<file path="src/rtl/glitc_trigger_generator.sv">
// GLITC trigger generator: two-stage threshold/coincidence pipeline feeding a
// holdoff state machine, with a small four-register user port.
module glitc_trigger_generator (
    input  logic        sysclk_i,
    input  logic        rst_i,
    input  logic        sync_i,
    input  logic [10:0] r0_power_i,
    input  logic [10:0] r1_power_i,
    input  logic [10:0] phi_down_power_i,
    input  logic [10:0] phi_up_power_i,
    input  logic        phi_down_valid_i,
    input  logic        phi_up_valid_i,
    input  logic        user_wr_i,
    input  logic [1:0]  user_addr_i,
    input  logic [31:0] user_dat_i,
    output logic [31:0] user_dat_o,
    output logic        trig_o,
    output logic [3:0]  trig_src_o,
    output logic        trig_phase_o
);

    typedef enum logic {IDLE = 1'b0, HOLDOFF = 1'b1} state_t;

    logic [10:0] thr0_q, thr1_q;
    logic        en_q, mode_q;
    logic [7:0]  hold_cfg_q;
    logic [3:0]  win_cfg_q;
    logic [31:0] count_q;
    logic [31:0] rd_mux, dat_q;

    logic        h0_q, h1_q, hd_q, hu_q;
    logic [3:0]  wdn_q, wup_q;
    logic        down_open, up_open, fire;

    state_t      state_q, state_d;
    logic [7:0]  hcnt_q, hcnt_d;
    logic        trig_q, trig_d;
    logic [3:0]  src_q, src_d;
    logic        phase_q, phase_d;

    logic        unused_dat;
    assign unused_dat = &user_dat_i[31:27];

    always_ff @(posedge sysclk_i) begin
        if (rst_i) begin
            thr0_q     <= 11'h7FF;
            thr1_q     <= 11'h7FF;
            en_q       <= 1'b0;
            mode_q     <= 1'b0;
            hold_cfg_q <= '0;
            win_cfg_q  <= '0;
        end else if (user_wr_i) begin
            case (user_addr_i)
                2'd0: begin
                    thr0_q <= user_dat_i[10:0];
                    thr1_q <= user_dat_i[26:16];
                end
                2'd1: begin
                    en_q       <= user_dat_i[0];
                    mode_q     <= user_dat_i[1];
                    hold_cfg_q <= user_dat_i[15:8];
                    win_cfg_q  <= user_dat_i[19:16];
                end
                default: ;
            endcase
        end
    end

    // A clear write beats a same-cycle increment; the count sticks at all-ones.
    always_ff @(posedge sysclk_i) begin
        if (rst_i || (user_wr_i && user_addr_i == 2'd2)) begin
            count_q <= '0;
        end else if (trig_q && count_q != 32'hFFFF_FFFF) begin
            count_q <= count_q + 32'd1;
        end
    end

    always_comb begin
        rd_mux = '0;
        case (user_addr_i)
            2'd0: rd_mux = {5'b0, thr1_q, 5'b0, thr0_q};
            2'd1: rd_mux = {12'b0, win_cfg_q, hold_cfg_q, 6'b0, mode_q, en_q};
            2'd2: rd_mux = count_q;
            2'd3: rd_mux = {26'b0, phase_q, (state_q == HOLDOFF), src_q};
            default: rd_mux = '0;
        endcase
    end

    always_ff @(posedge sysclk_i) begin
        if (rst_i) dat_q <= '0;
        else       dat_q <= rd_mux;
    end

    // Stage 1: registered local and neighbour threshold hits.
    always_ff @(posedge sysclk_i) begin
        if (rst_i) begin
            h0_q <= 1'b0;
            h1_q <= 1'b0;
            hd_q <= 1'b0;
            hu_q <= 1'b0;
        end else begin
            h0_q <= (r0_power_i > thr0_q);
            h1_q <= (r1_power_i > thr1_q);
            hd_q <= phi_down_valid_i && (phi_down_power_i > thr0_q);
            hu_q <= phi_up_valid_i && (phi_up_power_i > thr1_q);
        end
    end

    // Loading from the registered hit keeps a neighbour open for exactly
    // 'window' cycles beyond the hit cycle itself.
    always_ff @(posedge sysclk_i) begin
        if (rst_i) begin
            wdn_q <= '0;
            wup_q <= '0;
        end else begin
            if (hd_q)              wdn_q <= win_cfg_q;
            else if (wdn_q != 4'd0) wdn_q <= wdn_q - 4'd1;
            if (hu_q)              wup_q <= win_cfg_q;
            else if (wup_q != 4'd0) wup_q <= wup_q - 4'd1;
        end
    end

    // Stage 2: decision and holdoff state machine.
    assign down_open = hd_q || (wdn_q != 4'd0);
    assign up_open   = hu_q || (wup_q != 4'd0);
    assign fire      = (h0_q || h1_q) && (!mode_q || down_open || up_open);

    always_comb begin
        state_d = state_q;
        hcnt_d  = hcnt_q;
        trig_d  = 1'b0;
        src_d   = src_q;
        phase_d = phase_q;
        case (state_q)
            IDLE: begin
                if (en_q && fire) begin
                    trig_d  = 1'b1;
                    src_d   = {up_open, down_open, h1_q, h0_q};
                    phase_d = sync_i;
                    // A zero holdoff stays in IDLE so back-to-back triggers are possible.
                    if (hold_cfg_q != 8'd0) begin
                        state_d = HOLDOFF;
                        hcnt_d  = hold_cfg_q;
                    end
                end
            end
            HOLDOFF: begin
                if (hcnt_q == 8'd0) state_d = IDLE;
                else                hcnt_d  = hcnt_q - 8'd1;
            end
        endcase
    end

    always_ff @(posedge sysclk_i) begin
        if (rst_i) begin
            state_q <= IDLE;
            hcnt_q  <= '0;
            trig_q  <= 1'b0;
            src_q   <= '0;
            phase_q <= 1'b0;
        end else begin
            state_q <= state_d;
            hcnt_q  <= hcnt_d;
            trig_q  <= trig_d;
            src_q   <= src_d;
            phase_q <= phase_d;
        end
    end

    assign user_dat_o   = dat_q;
    assign trig_o       = trig_q;
    assign trig_src_o   = src_q;
    assign trig_phase_o = phase_q;

endmodule

</file>
<file path="config.mk">
export PLATFORM = sky130hd
export DESIGN_NAME = glitc_trigger_generator
export DESIGN_NICKNAME = d
export VERILOG_FILES = /design/src/rtl/glitc_trigger_generator.sv
export SDC_FILE = /design/constraint.sdc
export NUM_CORES = 1
export LEC_CHECK = 0
export BUFFER_PORTS_ARGS = -buffer_cell sky130_fd_sc_hd__buf_4
export CAP_MARGIN = 5
export CORE_MARGIN = 8
export CORE_UTILIZATION = 53
export DETAILED_ROUTE_END_ITERATION = 16
export GPL_ROUTABILITY_DRIVEN = 0
export PLACE_DENSITY = 0.77
export SETUP_SLACK_MARGIN = 0.2
export SYNTH_ARGS = -nofsm -noshare
export SYNTH_HDL_FRONTEND = slang
export SYNTH_SLANG_ARGS = --single-unit
</file>
<file path="constraint.sdc">
create_clock -name sysclk_i -period 6.4 [get_ports sysclk_i]
set_input_delay 1.28 -clock sysclk_i [delete_from_list [all_inputs] [get_ports sysclk_i]]
set_output_delay 1.28 -clock sysclk_i [all_outputs]
set_load 0.01 [all_outputs]
</file>
==> results <==
- The flow ran to the end, and the final reports show no timing, DRC or antenna violations.
- The worst setup path is launched from an input port.
- The max-capacitance violation count is 0.
- The number of nets produced by synthesis is 897.
- The total core area is 0.01196 sq mm.
- The analysis attributes to cell leakage a power of 0.003541 uW.
- Once detailed placement completed, the half-perimeter wirelength came to 13530 um.
- The internal power is 1635 uW.
- The number of global-route vias before repair came to approximately 6000.
- The cell taking the most area after synthesis is dfxtp_1.
- The setup skew after layout is 0.005911 ns.
- The global-route wire length before repair is roughly 30000 um.
- The portion of the post-synthesis area used by sequential elements is 39.20%.
- The floorplan row count is 40.
- The mapped netlist covers 0.006486 sq mm.
- Counting along the longest clock path gives a buffer depth of 2.
- The routed length per placed instance is 17.64 um.
- The clock insertion delay at the later pin of the skew report is between 0.4 and 0.5 ns.
- At the worst endpoint, the arrival time is 3.61 ns.
- Post-CTS timing repair inserted 0 buffers for setup.
- The final hold violation count came to 0.
- The count of nets left with antenna violations once routing finished came out at 0.
- In the post-synthesis netlist, the biggest area contributors are dfxtp_1, ha_1, nand2_1.
- The total via count after detailed routing is 6089.
- Based on the critical path, the design can be clocked at up to 0.3038 GHz.
- The switching portion of total power is 25.82%.
- The total length of routed wires is around 18000 um.
- The die is between 100 and 150 um wide.
- The net count of the finished layout is 995.
- The power density over cell area is 274.6 mW/mm^2.
- The cell count of the worst hold path is 2.
- The worst min-delay path class is reg2reg.
- The reg-to-reg setup timing slack is 3.73 ns.
- The path with the worst hold slack has its endpoint at trig_src_o[0].
- After synthesis, the share of flip-flops with an asynchronous set or reset is 0%.
- The floorplan step defined a die boundary enclosing 0.01603 sq mm.
- The time the final worst path needs with I/O delays and setup is ~3.3 ns.
- The number of different library cells in the post-synthesis netlist is 63.
- Combinational logic is responsible for 15.3% of the overall power.
- The area added between synthesis and finish is 23.77%.
- The detailed router finished its first iteration with 624 violations.
- Setup repair after global routing left no endpoint under its margin.
- Global routing used 22.55% of the available tracks across all layers.
- The total of buffers placed on input and output ports is 116.
- The endpoint identified for the worst register-to-register timing path is hcnt_q[0].
- For this configuration, the core starts out at a cell density of between 50% and 60%.
- The most common flop cell mapped by yosys is dfxtp_1.
- The number of warnings reported in the yosys synthesis log is 0.
- The clock network is responsible for 45.6% of the overall power.
- The proportion of layout cells with a drive suffix above 1 is between 10% and 20%.
- The worst setup path is captured at a flop.
- The number of hold buffers added after CTS was 0.
- The H-tree generated during clock tree synthesis spans 4 levels.
- The count of inserted antenna diode cells is 0.
- The startpoint of the worst-slack reg-to-reg timing path is wdn_q[0].
- The flip-flop and latch count after synthesis is ~130.
- After technology mapping, the gate count stands at 762.
- The actual slew at the worst max-slew pin is 1.134 ns.
- Summed over all layers, the global routing overflow is 0.
- The path depth of the worst reg2reg path is 7.
- The pin count of the biggest net entering global routing is 58.
- The synthesized design devotes to its leading area cell type 39.20% of total area.
- The number of instances resized during post-cts repair is 0.
- The number of clock buffers added by TritonCTS is 17.
- The peak supply drop is 0.1687 mV.
- The net switching power figure is 569.1 uW.
- The die extent in y is about 130 um.
- The mean instance size in the synthesized netlist is roughly 8.5 sq um.
- The first-pass detailed-route iteration total is 5.
- The post-route cell area is 0.008028 sq mm.
- The design draws 2204 uW.
- For this design the top-level I/O count stands at 122.
- For this run, design rule violations remaining after detail routing come to 0.
- Of all nets on the critical path, the largest fanout is 29.
- The clock tree from TritonCTS is built.
- The final setup violation count is 0.
- The synthesized design contains 0 enable-type register cells.
- The max-slew headroom at the worst pin is 24.39%.
- The path type of the worst setup path is in2reg.
- The number of sinks on the clock net is around 130.
- The source of the worst hold timing path is trig_src_o[0].
- Clock-pin slew was measured on the worst setup and hold paths at approximately 0.06 ns.
- Using the TritonRoute via totals, the vias-per-cell ratio works out to 5.970.
- Of the total power, registers draw 39.1%.
- The root buffer cell chosen for the clock tree is clkbuf_16.
- The number of slew-limit violations in the final report is 0.
- The summed negative setup slack over all endpoints is 0 ns.
- The post-route clock period utilization is 51.44%.
- At the worst endpoint, the required time is ~6.7 ns.
- The initial antenna violation count is 0.
- The placed instances occupy a cell area of 0.007405 sq mm.
[worst max-delay path, cell delays in order]
cell	delay [ns]
buf_4	0.38
nor2b_1	0.76
nand2_1	0.11
nand2_1	0.72
nor2_1	0.08
a31o_2	0.27
[final cells by class]
cell class                 count  area (sq um)
inverter                      39         146.4
fill                         920          3934
multi-input combinational    557          3646
tap                          147         183.9
timing repair buffer         118         885.9
clock buffer                  19         432.9
sequential                   127          2542
clock inverter                13         190.2
[power by group through the flow]
stage / registers, uW / logic (uW) / clock network (uW)
after floorplan: 868 / 231 / 0
after global placement: 873 / 312 / 0
after detailed placement: 876 / 331 / 0
after CTS: 859 / 336 / 1010
after global routing: 865 / 377 / 1050
final: 862 / 337 / 1000
[state kept, by name (all words and copies together) (netlist names), 4 cells and up]
signal	count
count_q	32
wup_q	4
thr0_q	11
trig_src_o	4
wdn_q	4
win_cfg_q	4
hold_cfg_q	8
user_dat_o	32
hcnt_q	8
thr1_q	11
[metrics by stage]
| stage | setup slack [ns] | util (%) | hold WS, ns | instances |
|---|---|---|---|---|
| 2_1_floorplan | 3.696 | - | 0.4413 | 762 |
| 3_3_place_gp | 2.716 | 61.90 | 0.4658 | 988 |
| 3_5_place_dp | 2.675 | 61.90 | 0.4707 | 988 |
| 4_1_cts | 3.130 | 67.11 | 0.4783 | 1020 |
| 5_1_grt | 2.868 | 67.11 | 0.4909 | 1020 |
| 6_report | 3.108 | 67.11 | 0.4773 | 1020 |
[layout by cell type, fill, tap and decap left out, drive strengths merged, types with 3 or more instances in the layout]
cell type,netlist,routed
or4,6,6
bufinv,0,4
o32ai,3,3
nor3,10,10
a2111oi,4,4
a22oi,5,5
or2,3,3
nand3,18,18
nor4,6,6
and2,6,6
or3,9,9
ha,51,51
a21oi,63,63
dfxtp,127,127
o211ai,25,25
o21ai,19,19
a211oi,5,5
and4,6,6
nor2,85,85
nor2b,11,11
nand4,17,17
mux2i,28,28
o311ai,5,5
a21o,11,11
clkbuf,33,19
and3,8,8
buf,6,118
clkinvlp,0,4
clkinv,0,5
a31oi,10,10
o31ai,5,5
xnor2,10,10
xor2,6,6
inv,39,39
nand2b,5,5
nand2,88,88
[Yosys cell counts (6+ instances only)]
| cell type | count |
|---|---|
| o21ai_0 | 17 |
| and4_1 | 6 |
| mux2i_1 | 28 |
| a21o_1 | 11 |
| or3_1 | 9 |
| and3_1 | 8 |
| o211ai_1 | 25 |
| a31oi_1 | 10 |
| nand3_1 | 18 |
| nand2_1 | 88 |
| nor2_1 | 85 |
| nor2b_1 | 11 |
| xor2_1 | 6 |
| nand4_1 | 17 |
| ha_1 | 51 |
| nor3_1 | 10 |
| dfxtp_1 | 127 |
| inv_1 | 39 |
| a21oi_1 | 61 |
| xnor2_1 | 10 |
| clkbuf_1 | 33 |
[worst max path at each step]
stage | start | slack [ns] | end | cells after the start
detailed placement | user_addr_i[1] | 2.67 | count_q[12] | 6
CTS | user_addr_i[1] | 3.13 | count_q[12] | 6
finish | user_addr_i[1] | 3.11 | count_q[12] | 6
global route | user_addr_i[1] | 2.87 | count_q[8] | 6
global placement | user_addr_i[1] | 2.72 | count_q[12] | 6
floorplan | user_addr_i[1] | 3.70 | user_dat_o[8] | 6
[metal layers]
| metal | track usage, % | wire length, um |
|---|---|---|
| met1 | 28.15 | 7800 |
| met2 | 36.57 | 8513 |
| met3 | 5.153 | 1306 |
| met4 | 9.625 | 370 |
| met5 | 0 | 0 |
[cell families after synthesis]
logic type,synth area share [%]
and+or+nand+nor,21.20
xor gates and xnor gates,2.160
DFF,39.20
adders and majority gates,9.838
AOI/OAI and AO/OA,17.92
buffers and inverters,4.668
muxes,5.015
Power figures use the tool's default switching activity.
